$ cat config.mk
export PLATFORM = sky130hd
export DESIGN_NAME = apb_master_arbiter
export DESIGN_NICKNAME = d
export VERILOG_FILES = /design/src/rtl/apb_master_arbiter.sv
export SDC_FILE = /design/constraint.sdc
export NUM_CORES = 1
export LEC_CHECK = 0
export BUFFER_PORTS_ARGS = -buffer_cell sky130_fd_sc_hd__buf_2
export CORE_MARGIN = 2
export CORE_UTILIZATION = 49
export CTS_BUF_LIST = sky130_fd_sc_hd__clkbuf_16
export CTS_CLUSTER_DIAMETER = 200
export DETAILED_ROUTE_END_ITERATION = 6
export PLACE_DENSITY = 0.92
export SLEW_MARGIN = 20
export SYNTH_ARGS = -nofsm -noshare
export SYNTH_HDL_FRONTEND = slang
export SYNTH_SLANG_ARGS = --single-unit
$ cat constraint.sdc
create_clock -name pclock -period 3 [get_ports pclock]
set_input_delay 0 -clock pclock [delete_from_list [all_inputs] [get_ports pclock]]
set_output_delay 0 -clock pclock [all_outputs]
set_load 0.01 [all_outputs]
$ cat src/rtl/apb_master_arbiter.sv
// Round-robin APB master arbiter: NUM_REQ requesters share one APB SETUP/ACCESS sequencer.
// Optional ACCESS watchdog is enabled with `define APB_ARB_TIMEOUT_EN.
module apb_master_arbiter #(
  parameter int NUM_REQ        = 2,
  parameter int PADDR_WIDTH    = 32,
  parameter int PWDATA_WIDTH   = 8,
  parameter int SEL_LSB        = 12,
  parameter int TIMEOUT_CYCLES = 16
) (
  input  logic                            pclock,
  input  logic                            preset,
  input  logic [NUM_REQ-1:0]              req,
  input  logic [NUM_REQ*PADDR_WIDTH-1:0]  req_addr,
  input  logic [NUM_REQ-1:0]              req_write,
  input  logic [NUM_REQ*PWDATA_WIDTH-1:0] req_wdata,
  output logic [NUM_REQ-1:0]              done,
  output logic [PWDATA_WIDTH-1:0]         rsp_rdata,
  output logic                            rsp_err,
  output logic                            busy,
  output logic [PADDR_WIDTH-1:0]          paddr,
  output logic                            prwd,
  output logic [PWDATA_WIDTH-1:0]         pwdata,
  output logic                            penable,
  output logic [15:0]                     psel,
  input  logic [PWDATA_WIDTH-1:0]         prdata,
  input  logic                            pready,
  input  logic                            pslverr
);
  localparam int PW = $clog2(NUM_REQ);

  if (NUM_REQ < 2 || NUM_REQ > 8 || TIMEOUT_CYCLES < 1 || SEL_LSB + 4 > PADDR_WIDTH) begin : g_bad_params
    $error("apb_master_arbiter: unsupported parameter set");
  end

  typedef enum logic [1:0] {S_IDLE, S_SETUP, S_ACCESS} state_t;
  state_t r_state, w_next;

  logic [PW-1:0]           r_ptr, r_gnt, w_win, w_base, w_gnt_inc;
  logic [NUM_REQ-1:0]      w_mreq, r_done;
  logic                    w_found, w_complete, w_tmo, w_load;
  logic [PADDR_WIDTH-1:0]  w_addr, r_paddr;
  logic                    w_write, r_prwd, r_err;
  logic [PWDATA_WIDTH-1:0] w_wdata, r_pwdata, r_rdata;
  logic [15:0]             r_psel;

`ifdef APB_ARB_TIMEOUT_EN
  localparam int CW = $clog2(TIMEOUT_CYCLES + 1);
  logic [CW-1:0] r_cnt;
  // r_cnt = number of ACCESS cycles already elapsed for the current transfer
  always_ff @(posedge pclock or negedge preset)
    if (!preset)                 r_cnt <= '0;
    else if (r_state == S_ACCESS) r_cnt <= r_cnt + 1'b1;
    else                         r_cnt <= '0;
  assign w_tmo = (r_state == S_ACCESS) && !pready && (r_cnt == CW'(TIMEOUT_CYCLES - 1));
`else
  assign w_tmo = 1'b0;
`endif

  assign w_complete = (r_state == S_ACCESS) && (pready || w_tmo);
  assign w_gnt_inc  = (r_gnt == PW'(NUM_REQ - 1)) ? '0 : r_gnt + 1'b1;
  // On completion the next search starts after the current grant, which is excluded
  assign w_base     = w_complete ? w_gnt_inc : r_ptr;

  always_comb begin
    w_mreq = req;
    if (w_complete) w_mreq[r_gnt] = 1'b0;
    w_found = 1'b0;
    w_win   = '0;
    for (int i = 0; i < NUM_REQ; i++)
      if (!w_found && w_mreq[i] && PW'(i) >= w_base) begin
        w_found = 1'b1;
        w_win   = PW'(i);
      end
    for (int i = 0; i < NUM_REQ; i++)
      if (!w_found && w_mreq[i]) begin
        w_found = 1'b1;
        w_win   = PW'(i);
      end
    w_addr  = '0;
    w_write = 1'b0;
    w_wdata = '0;
    for (int i = 0; i < NUM_REQ; i++)
      if (PW'(i) == w_win) begin
        w_addr  = req_addr[i*PADDR_WIDTH +: PADDR_WIDTH];
        w_write = req_write[i];
        w_wdata = req_wdata[i*PWDATA_WIDTH +: PWDATA_WIDTH];
      end
  end

  assign w_load = w_found && ((r_state == S_IDLE) || w_complete);

  always_ff @(posedge pclock or negedge preset)
    if (!preset) r_state <= S_IDLE;
    else         r_state <= w_next;

  always_comb begin
    w_next = r_state;
    case (r_state)
      S_IDLE:   if (w_found) w_next = S_SETUP;
      S_SETUP:  w_next = S_ACCESS;
      S_ACCESS: if (w_complete) w_next = w_found ? S_SETUP : S_IDLE;
      default:  w_next = S_IDLE;
    endcase
  end

  always_ff @(posedge pclock or negedge preset)
    if (!preset) begin
      r_ptr    <= '0;
      r_gnt    <= '0;
      r_done   <= '0;
      r_rdata  <= '0;
      r_err    <= 1'b0;
      r_paddr  <= '0;
      r_prwd   <= 1'b0;
      r_pwdata <= '0;
      r_psel   <= '0;
    end else begin
      r_done <= '0;
      if (w_complete) begin
        r_done[r_gnt] <= 1'b1;
        r_ptr         <= w_gnt_inc;
        if (w_tmo) begin
          r_rdata <= '0;
          r_err   <= 1'b1;
        end else begin
          if (!r_prwd) r_rdata <= prdata;
          r_err <= pslverr;
        end
      end
      if (w_load) begin
        r_gnt    <= w_win;
        r_paddr  <= w_addr;
        r_prwd   <= w_write;
        r_pwdata <= w_wdata;
        r_psel   <= 16'h1 << w_addr[SEL_LSB +: 4];
      end else if (w_complete) begin
        r_psel <= '0;
      end
    end

  assign done      = r_done;
  assign rsp_rdata = r_rdata;
  assign rsp_err   = r_err;
  assign busy      = (r_state != S_IDLE);
  assign penable   = (r_state == S_ACCESS);
  assign paddr     = r_paddr;
  assign prwd      = r_prwd;
  assign pwdata    = r_pwdata;
  assign psel      = r_psel;
endmodule

## Word level (Yosys, flattened, before mapping)

Index checks and enable logic that the tools add are counted.

| storage, ports and cells | value |
|---|---|
| register bits | 72 |
| bits in latches | 0 |
| memory bits (writable) | 0 |
| memory bits (read-only) | 0 |
| output and inout bits | 70 |
| word-level logic and storage cells | 62 |
| memories | 0 |

| cells by class | value |
|---|---|
| $add $sub $neg | 1 |
| multiply operators | 0 |
| div/mod/pow operators | 0 |
| magnitude comparators | 4 |
| equality and inequality tests | 4 |
| shift operators | 1 |
| multiplexer cells | 22 |
| bitwise logic cells | 3 |
| reduce and logical (&&, ||, !) cells | 17 |

Operators by type and width:

| kind | number |
|---|---|
| $mux W16 | 2 |
| $mux W32 | 1 |
| $shl A1 B4 Y16 const A | 1 |
| $mux W1 | 12 |
| $logic_and A1 B1 Y1 | 8 |
| $mux W2 | 4 |
| $mux W8 | 1 |
| $pmux W2 S3 | 1 |
| $reduce_and A2 Y1 | 2 |
| $reduce_bool A2 Y1 | 2 |
| $logic_not A1 Y1 | 3 |
| $and A2 B2 Y2 | 1 |
| $eq A2 B1 Y1 const B | 1 |
| $eq A2 B2 Y1 const B | 1 |
| $ge A1 B1 Y1 const A | 2 |
| $logic_not A2 Y1 | 1 |
| $lt A1 B2 Y1 const B | 1 |
| $ne A2 B1 Y1 const B | 1 |
| $ne A2 B2 Y1 const B | 1 |
| $not A2 Y2 | 1 |
| $add A1 B1 Y1 const B | 1 |
| $demux W1 S1 | 1 |
| $ge A1 B1 Y1 const B | 1 |
| $logic_or A1 B1 Y1 | 1 |
| $not A1 Y1 | 1 |

## Longest topological paths before layout

Gate-level depths: netlist (run 1).

| logic depth | value |
|---|---|
| depth after elaboration | 22 |
| mapped depth | 7 |
| mapped depth without buffers | 5 |

## Worst setup path before layout (run 1)

OpenSTA, ideal clock, no wires.

| timing path | value |
|---|---|
| kind | register to register |
| start | reg r_state[0] |
| end | reg r_psel[14] (netlist: psel[14]) |
| setup time | 87 ps |
| arrival | 1800 ps |
| required time | 2913 ps |
| slack | 1113 ps |
| cell stages (with the launch flop) | 6 |
| path buffers | 1 |
| clock period less this slack | 1887 ps |
| cell sequence | dfrtp_1 > nand3b_1 > a311o_1 > clkbuf_1 > or4b_4 > o221ai_2 |

| on the way | value |
|---|---|
| longest elaborated chain between the ends | 19 |
| elaborated cells on any way between the ends | 28 |
| those cells by class | order compare (2); eq/ne (1); shift (1); mux (11); reduce/logical (13) |

Ends and longest elaborated chain:

| what | RTL line | RTL |
|---|---|---|
| start, declared | 36 | `state_t r_state, w_next;` |
| start signal, assigned | 94 | `else r_state <= w_next;` |
| $eq A2 B2 Y1 | 59 | `assign w_complete = (r_state == S_ACCESS) && (pready \|\| w_tmo);` |
| $logic_and A1 B1 Y1 | 59 |  |
| $mux W1 | -- |  |
| $ge A1 B1 Y1 | 70 | `if (!w_found && w_mreq[i] && PW'(i) >= w_base) begin` |
| $logic_and A1 B1 Y1 | 70 |  |
| $mux W1 | 70 |  |
| $logic_not A1 Y1 | 70 |  |
| $logic_and A1 B1 Y1 (2 in series) | 70 |  |
| (+2 left out) | -- |  |
| $logic_and A1 B1 Y1 | 75 | `if (!w_found && w_mreq[i]) begin` |
| $mux W1 | 75 |  |
| $logic_not A1 Y1 | 75 |  |
| $logic_and A1 B1 Y1 | 75 |  |
| $mux W1 | 75 |  |
| $mux W32 | 83 | `if (PW'(i) == w_win) begin` |
| $shl A1 B4 Y16 | 135 | `r_psel <= 16'h1 << w_addr[SEL_LSB +: 4];` |
| $mux W16 | 130 | `if (w_load) begin` |
| end signal, assigned | 135 |  |
| end, declared | 44 | `logic [15:0] r_psel;` |

Parallel ways exist; a longest one is shown, timed or not.
A chain may end at the register's enable or synchronous reset.

## Worst setup path in the final report (run 1)

| timing path | value |
|---|---|
| start | reg r_state[0] |
| end | reg r_paddr[29] (netlist: paddr[29]) |

| on the way | value |
|---|---|
| longest elaborated chain between the ends | 17 |
| elaborated cells on any way between the ends | 25 |
| those cells by class | order compare (2); eq/ne (1); mux (10); reduce/logical (12) |

Ends and longest elaborated chain:

| what | RTL line | RTL |
|---|---|---|
| $eq A2 B2 Y1 | 59 |  |
| $logic_and A1 B1 Y1 | 59 |  |
| $mux W1 | -- |  |
| $ge A1 B1 Y1 | 70 |  |
| $logic_and A1 B1 Y1 | 70 |  |
| $mux W1 | 70 |  |
| $logic_not A1 Y1 | 70 |  |
| $logic_and A1 B1 Y1 (2 in series) | 70 |  |
| $mux W1 | 70 |  |
| $logic_not A1 Y1 | 75 |  |
| $logic_and A1 B1 Y1 | 75 |  |
| $mux W1 | 75 |  |
| $logic_not A1 Y1 | 75 |  |
| $logic_and A1 B1 Y1 | 75 |  |
| $mux W1 | 75 |  |
| $mux W32 or $logic_and A1 B1 Y1 (tied branches) | 83, 90 |  |
| end signal, assigned | 132 | `r_paddr <= w_addr;` |
| end, declared | 41 | `logic [PADDR_WIDTH-1:0] w_addr, r_paddr;` |

Parallel ways exist; a longest one is shown, timed or not.

==> impl_metrics.toml, run 1 <==
[worst_setup_path]
cp_max_fo = 24
slowest_delay_ps = 610
regToRegSetupSlack_ps = 400
required_ps = 3200
worst-path-buf-inv = 2
cpMaxStageDelayCell = "dlygate4sd3_1"
arrival_ps = 2800
path_cells = "nand3b_1 > a311o_2 > buf_4 > mux2i_1 > dlygate4sd3_1 > o21ai_1"
crit_path_end_kind = "flip-flop"
start_kind = "flip-flop"
critPathTopFamily = "buffers and inverters"
crit_type = "flip-flop to flip-flop"

[drt]
route.detailed.drc = 0
drt-wirelength-per-cell_um = 18.2
antenna_left = 0
drt_iter0_markers = 257
routed_wl_um = 11400
drt_pass1_iterations = 5
vias = 3440
viasPerCell = 5.51

[clock_network]
clkSinkCount = 72
cts_tree = "built"
worstSkewPairLatency_ps = 330
htreeDepth = 3
clk_path_buf_depth = 2
cts_made_buffers = 9
clkTransAtPathRegs_ps = 60
clock-root-buffer = "clkbuf_16"

[place]
gp_congestion = 0.973
post-place-ws_ps = 886
io_buffer_count = 165
placed_cells = 526
dpl.hpwl_um = 6020
postPlaceCellArea_mm2 = 0.00413

[final_layout]
fin_nets = 638
antennaDiodeCount = 0
design_area_mm2 = 0.00524
instances_no_fill = 624
drive_gt1_frac = 0.355
num-fill-cells = 362
final_common_cell = "buf_2"
layout_common_cells = "buf_2 (165), dlygate4sd3_1 (82), dfrtp_1 (72)"
area_growth_pct = 61.5
final_util = 0.820

[grt]
overflow = 0
grt_pass1_vias = 3681
grtUsageTotal = 0.321
antenna_found_initial = 0
grt_start_max_net_pins = 73
grt_pass1_wl_um = 17900

[sta]
setup_violations = 0
hold_ws_ps = 2.41
fin_skew_ps = 8.87
fin_ws_ps = 401
min_period_over_period = 0.866
slew_headroom = 0.400
final_max_slew_viol_count = 0
rsz0062_at_grt = "false"
min_period_ps = 2600
setup_tns_ps = 0
fmax_ghz = 0.385
hold_viol_final = 0
tightest_slew_ps = 900

[synthesis]
yosys-mux-area-fraction = 0.161
synth-xor-area-share = 0
synth-compound-area-share = 0.130
yosysTopAreaCell = "dfrtp_1"
synthAdderAreaFrac = 0
postSynthAreaPerCell_um2 = 11.0
synth_top_family_by_area = "multiplexers"
synth_top_area_share = 0.555
synth_cell_types = 33
ys_seq_elements = 72
syn_nets = 392
synth.top_cells.by_area = "dfrtp_1 (56%), mux2i_1 (13%), nand2_1 (6.9%), o21ai_1 (6.6%), o221ai_1 (3.0%)"
synthSimpleGateAreaFrac = 0.125
syn-cell-area_mm2 = 0.00324
ys_seq_area_frac = 0.555
yosys_warnings = 0
synth_cells = 296

[power]
vdd_drop_max_mv = 0.616
p_leak_nw = 2.73
power.density_mw_per_mm2 = 870
finalPower_mw = 4.56

[floorplanning]
chipHeight_um = 85.4
start_util = 0.508
rows = 29
core_mm2 = 0.00639
pin_count = 166
die_x_um = 85.4
design.die.area_mm2 = 0.00729

[hold_path]
min_path_type = "primary input to flip-flop"

[outcome]
status = "completed"

[flow_run]
max_cap_violations = 0
-- per-layer routing --
metal / global-route usage / vias up / wire length, um
met2: 0.594 / 194 / 6120
li1: - / 1547 / -
met5: 0 / - / 0
met1: 0.344 / 1658 / 4110
met3: 0.0652 / 41 / 735
met4: 0.156 / 0 / 406
-- worst min-delay path: stages --
cell	delay, ps
buf_2	80
mux2i_1	70
o21ai_1	130
-- synthesized netlist by cell type, drive strengths merged --
library cell	number
dfrtp	72
nand2	60
o21ai	44
mux2i	42
o221ai	15
clkbuf	12
mux2	9
nand2b	7
buf	5
inv	4
nor2	4
or2	3
or3	3
nand4b	2
nor2b	2
a21o	1
a311o	1
and4b	1
nand3	1
nand3b	1
nand4	1
nor3	1
o22a	1
o31ai	1
o41a	1
or4	1
or4b	1
-- power breakdown --
part	internal [mW]	leakage (nW)	total, mW	switching [mW]
clock	0.634	0.134	1.03	0.396
sequential	1.38	0.907	1.63	0.249
combinational	0.824	1.69	1.89	1.07
total	2.84	2.73	4.56	1.71
-- final timing paths --
check,from,end,depth (start not counted)
min in group asynchronous,preset,psel[15],3
worst max-delay path,r_state[0],paddr[29],6
worst min register to register,rsp_rdata[0],rsp_rdata[0],1
worst min-delay path,req_addr[62],paddr[30],3
max in group asynchronous,preset,rsp_rdata[0],3
worst max register to register,r_state[0],paddr[29],6
-- area by class of cell --
class,instances,area [um2],area share
Clock buffer,9,225,0.0430
Clock inverter,7,63.8,0.0122
Inverter,4,15.0,0.00287
Multi-Input combinational cell,203,1350,0.258
Sequential cell,72,1800,0.344
Tap cell,77,96.3,0.0184
Timing Repair Buffer,252,1680,0.321
-- logic make-up after synthesis --
family	Yosys count
compound gates	64
buf+inv	21
mux	51
simple gates	88
flops	72
-- state kept, by name (all words and copies together) (netlist names) --
name and cells:
paddr 32, psel 16, pwdata 8, rsp_rdata 8, done 2, r_state 2, prwd 1, r_gnt 1
r_ptr 1, rsp_err 1
-- timing repair --
| action | in CTS | in global routing |
|---|---|---|
| setup endpoints to repair | 0 | 0 |
| resized for setup | 0 | 0 |
| hold buffers | 82 | 0 |
| setup buffers | 0 | 0 |
| endpoints found under the hold margin | 118 | 0 |
Power figures use the tool's default switching activity.
==> inputs of run 2 (changes only) <==
ABC_AREA = 1   (was not set)
CORE_UTILIZATION = 50   (was 49)
PLACE_DENSITY = 0.93   (was 0.92)
==> run 2 against run 1 <==
  * Non-clock buffer count down 12
  * Register-to-register slack worse by 180 ps
  * Synthesized cell count up 25%
  * Wire length up 4.1%
  * Power up 18%
  * Sequential power up 4%
  * Critical path type unchanged
  * Largest cell class unchanged
  * Largest power group unchanged
==> impl_metrics.toml, run 2 <==
[clock_network]
worstSkewPairLatency_ps = 320
cts_made_buffers = 9
clock-root-buffer = "clkbuf_16"
clkSinkCount = 72
cts_tree = "built"
clk_path_buf_depth = 2
htreeDepth = 3
clkTransAtPathRegs_ps = 50
cts_setup_buffers = 0

[final_layout]
fin_nets = 695
drive_gt1_frac = 0.353
multiInputGateArea_mm2 = 0.00137
final_util = 0.813
antennaDiodeCount = 0
design_area_mm2 = 0.00522
area_growth_pct = 54.8
seq_area_mm2 = 0.00180
layout_common_cells = "buf_2 (164), nand2_1 (84), dlygate4sd3_1 (73)"
largest_reg_flops = 32
num-fill-cells = 387
final_common_cell = "buf_2"

[synthesis]
synth_flop_cell = "dfrtp_1"
ys_seq_area_frac = 0.535
synth_edf_count = 0
synth_cell_types = 23
synthTopCellsByCount = "nand2_1 (84), dfrtp_1 (72), a21oi_1 (46)"
yosysTopAreaCell = "dfrtp_1"
synth_cells = 370
synth_top_area_share = 0.535
synth.top_cells.by_area = "dfrtp_1 (53%), nand2_1 (9.4%), a21oi_1 (6.8%), o21ai_1 (4.9%), o21ai_0 (4.6%)"
synthArstFlopShare = 1.00
postSynthAreaPerCell_um2 = 9.11
yosys_warnings = 0
syn_nets = 466
ys_seq_elements = 72
synth.most_common_cell = "nand2_1"
syn-cell-area_mm2 = 0.00337

[worst_setup_path]
cpMaxStageDelayCell = "nand3_2"
start_kind = "flip-flop"
crit_type = "flip-flop to flip-flop"
arrival_ps = 2980
crit_path_end = "paddr[18]"
worst-path-buf-inv = 1
rr_endpoint = "paddr[18]"
r2r_cells = 6
startpoint = "r_state[1]"
required_ps = 3200
crit_path_end_kind = "flip-flop"
cp_max_fo = 46
timing.rr.start = "r_state[1]"
regToRegSetupSlack_ps = 220
cp_common_cell = "nand3_4"
slowest_delay_ps = 590
critPathTopFamily = "simple AND/OR/NAND/NOR gates"
path_cells = "nand3_4 > nand3_4 > nand3_2 > o21ai_0 > o21ai_1 > dlygate4sd3_1"
cp.depth = 6

[sta]
fin_ws_ps = 219
setup_violations = 0
final_max_slew_viol_count = 0
min_period_over_period = 0.927
hold_viol_final = 0
hold_ws_ps = 5.99
slew_headroom = 0.403
fmax_ghz = 0.360
min_period_ps = 2780
rsz0062_at_grt = "false"
tightest_slew_ps = 896
setup_tns_ps = 0
fin_skew_ps = 8.84

[floorplanning]
die_x_um = 86.1
chipHeight_um = 86.1
design.die.area_mm2 = 0.00741
pin_count = 166
start_util = 0.525
core_mm2 = 0.00642
rows = 29

[place]
postPlaceCellArea_mm2 = 0.00415
io_buffer_count = 165
post-place-ws_ps = 750
dpl.hpwl_um = 6180
gp_congestion = 0.920

[power]
vdd_drop_max_mv = 0.540
p_leak_nw = 2.72
power.density_mw_per_mm2 = 1030

[grt]
grt_pass1_wl_um = 18400
grt_start_max_net_pins = 73
overflow = 0
grt_pass1_vias = 3831
antenna_found_initial = 0
grtUsageTotal = 0.317

[hold_path]
min_path_type = "primary input to flip-flop"
hold_start = "req_addr[49]"

[drt]
vias = 3836
antenna_left = 0
drt_pass1_iterations = 5
drt-wirelength-per-cell_um = 17.4
routed_wl_um = 11800
drt_iter0_markers = 280
route.detailed.drc = 0
viasPerCell = 5.64

[flow_run]
max_cap_violations = 0

[outcome]
status = "completed"
-- run 2: cell types whose count changed after synthesis, sizes merged, moves of 3 or more --
cell    delta
a21oi     +46
nand3     +32
o21ai     +20
nand2b     -7
nand2     +29
buf       +13
o221ai    -15
clkbuf     -7
mux2i     -42
nor2      +14
or3        -3
inv       +10
-- run 2: repair_timing --
item,4_1_cts,5_1_grt
resized for setup,0,0
hold buffers,73,0
hold endpoints to repair,118,0
setup endpoints to repair,0,1
-- run 2: logic make-up (layout without fill, tap and decap cells) --
logic type,count (synthesis),after routing,synth area share
muxes,8,8,0.0267
AOI/OAI and AO/OA,110,110,0.163
DFF,72,72,0.535
and+or+nand+nor,143,144,0.213
buffers and inverters,37,269,0.0627
-- run 2: worst min path at each step --
| stage | end | slack, ps | depth (start not counted) |
|---|---|---|---|
| 2_1_floorplan | done[0] | -300 | 0 |
| 3_3_place_gp | psel[8] | 160 | 1 |
| 3_5_place_dp | psel[12] | 180 | 1 |
| 4_1_cts | paddr[22] | 0.7 | 3 |
| 5_1_grt | paddr[20] | 20 | 3 |
| 6_report | paddr[17] | 6 | 3 |
-- run 2: worst min-delay path: cells and delay by family --
kind	cells	cell delay (ps)
buffers and inverters	1	80
AO/OA/AOI/OAI	2	200
-- run 2: routing by layer --
metal	vias up	GRT usage	routed length, um
li1	1704	-	-
met1	1804	0.379	4460
met2	280	0.562	6000
met3	48	0.0500	948
met4	0	0.139	426
met5	-	0	0
-- run 2: power by group --
part	switching [mW]	total (mW)	internal [mW]	leakage [nW]
clock network	0.375	1.17	0.798	0.166
registers	0.275	1.69	1.42	0.892
logic	1.42	2.51	1.09	1.66
-- run 2: area by class of cell --
type / count / area share
multi-input combinational: 262 / 0.262
sequential: 72 / 0.345
clock inverter: 6 / 0.0194
timing repair buffer: 240 / 0.302
tap: 77 / 0.0185
clock buffer: 9 / 0.0432
inverter: 14 / 0.0101
-- run 2: per-stage QoR --
step | instances | total power [mW]
after global placement | 591 | 3.57
final | 680 | 5.37
after detailed placement | 591 | 3.65
after floorplan | 370 | 2.98
after CTS | 679 | 5.24
after global routing | 680 | 5.67
==> inputs of run 3 (changes only) <==
CORE_UTILIZATION = 46   (was 50)
MAX_ROUTING_LAYER = met4   (was not set)
PLACE_DENSITY = 0.83   (was 0.93)
clock period = 3.1 ns   (was 3 ns; I/O delays follow)
==> run 3 against run 2 <==
  * Sequential share of layout area shrank 0.57 points
  * Clock-buffer cell count unchanged
  * Setup slack gained 160 ps
  * Worst hold slack gained 9.1 ps
  * Sequential power is 4% lower
  * Register-to-register slack better by 160 ps
  * First-iteration DRC count is 8.6% lower
  * Via count fell by 2.6%
  * Sequential cell count is the same
  * Power decreased by 4.0%
  * Global-route usage down 3.6 points
==> impl_metrics.toml, run 3 (synthesized netlist as in run 2, its figures left out) <==
[grt]
grtUsageTotal = 0.281
overflow = 0
grt_pass1_vias = 3547
grt_start_max_net_pins = 73
grt_pass1_wl_um = 16700
antenna_found_initial = 0

[place]
post-place-ws_ps = 821
io_buffer_count = 165
postPlaceCellArea_mm2 = 0.00417
gp_congestion = 0.916
dpl.hpwl_um = 6090

[power]
power.density_mw_per_mm2 = 972
pwr-share-seq = 0.317
p_sw_mw = 1.95
vdd_drop_max_mv = 0.490
pwr-share-clk = 0.209
switching_share = 0.378
p_leak_nw = 2.74
power_frac_comb = 0.475
intPower_mw = 3.21

[worst_setup_path]
start_kind = "flip-flop"
path_cells = "inv_2 > nand3_4 > nand3_4 > nand3_4 > o21ai_0 > o21ai_1 > dlygate4sd3_1"
cpMaxStageDelayCell = "dlygate4sd3_1"
arrival_ps = 2920
slowest_delay_ps = 550
cp_common_cell = "nand3_4"
cp_max_fo = 45
crit_path_end_kind = "flip-flop"
crit_type = "flip-flop to flip-flop"
required_ps = 3300
worst-path-buf-inv = 2
critPathTopFamily = "simple AND/OR/NAND/NOR gates"
regToRegSetupSlack_ps = 380

[drt]
drt_pass1_iterations = 5
drt_iter0_markers = 256
antenna_left = 0
viasPerCell = 5.26
vias = 3738
route.detailed.drc = 0
drt-wirelength-per-cell_um = 15.2
routed_wl_um = 10800

[sta]
slew_headroom = 0.407
tightest_slew_ps = 889
final_max_slew_viol_count = 0
rsz0062_at_grt = "false"
min_period_ps = 2720
fin_skew_ps = 6.42
hold_viol_final = 0
min_period_over_period = 0.878
setup_tns_ps = 0
fmax_ghz = 0.368
fin_ws_ps = 379
setup_violations = 0

[final_layout]
design_area_mm2 = 0.00531
final_common_cell = "buf_2"
drive_gt1_frac = 0.349
area_growth_pct = 57.4
layout_common_cells = "buf_2 (164), nand2_1 (84), dlygate4sd3_1 (82)"
largest_reg_flops = 32
fin_nets = 702
final_util = 0.739
antennaDiodeCount = 0

[floorplanning]
chipHeight_um = 89.6
rows = 31
design.die.area_mm2 = 0.00803
pin_count = 166
core_mm2 = 0.00718
die_x_um = 89.6
start_util = 0.470

[outcome]
status = "completed"

[clock_network]
cts_hold_buf = 82
clock-root-buffer = "clkbuf_16"
worstSkewPairLatency_ps = 320
clk_path_buf_depth = 2
cts_setup_buffers = 0
cts_tree = "built"
postCtsResizedCells = 0
clkTransAtPathRegs_ps = 60
clkSinkCount = 72
cts_made_buffers = 9
htreeDepth = 3

[flow_run]
max_cap_violations = 0

[hold_path]
min_path_type = "primary input to flip-flop"
-- run 3: worst register-to-register path, stage by stage (launching register included) --
cell and delay (ps):
dfrtp_1 380, inv_2 110, nand3_4 130, nand3_4 420
nand3_4 540, o21ai_0 400, o21ai_1 80, dlygate4sd3_1 550
-- run 3: metal layers --
| metal | up-vias | GRT usage | part of all wire |
|---|---|---|---|
| li1 | 1718 | - | - |
| met1 | 1742 | 0.342 | 0.38 |
| met3 | 44 | 0.0503 | 0.077 |
| met5 | - | - | 0 |
| met4 | 0 | 0.113 | 0.034 |
| met2 | 234 | 0.465 | 0.51 |
-- run 3: area by class of cell --
cell class	count	area (um2)
fillers	508	1870
multi-input cells	261	1360
clock buffers	9	225
well taps	99	124
inverters	14	52.6
clock inverters	7	88.8
repair buffers	248	1660
flip-flops and latches	72	1800
-- run 3: metrics by stage --
step / cells / hold slack (ps) / power, mW
floorplan: 370 / -296 / 2.89
CTS: 710 / 4.78 / 5.10
global placement: 612 / 165 / 3.47
finish: 710 / 15.1 / 5.16
global route: 710 / 24.6 / 5.52
detailed placement: 612 / 177 / 3.53
-- run 3: worst paths after layout --
check | startpoint | to | depth (start not counted)
setup / recovery | r_state[0] | paddr[30] | 7
setup reg to reg | r_state[0] | paddr[30] | 7
hold / removal | req_addr[54] | paddr[22] | 3
hold reg to reg | psel[14] | psel[14] | 2
max in group asynchronous | preset | paddr[20] | 2
min in group asynchronous | preset | psel[9] | 2
-- run 3: power by group through the flow --
stage	combinational [mW]	sequential (mW)	clock, mW
2_1_floorplan	1.09	1.80	0
3_3_place_gp	1.85	1.61	0
3_5_place_dp	1.90	1.63	0
4_1_cts	2.39	1.63	1.09
5_1_grt	2.71	1.68	1.13
6_report	2.45	1.63	1.08
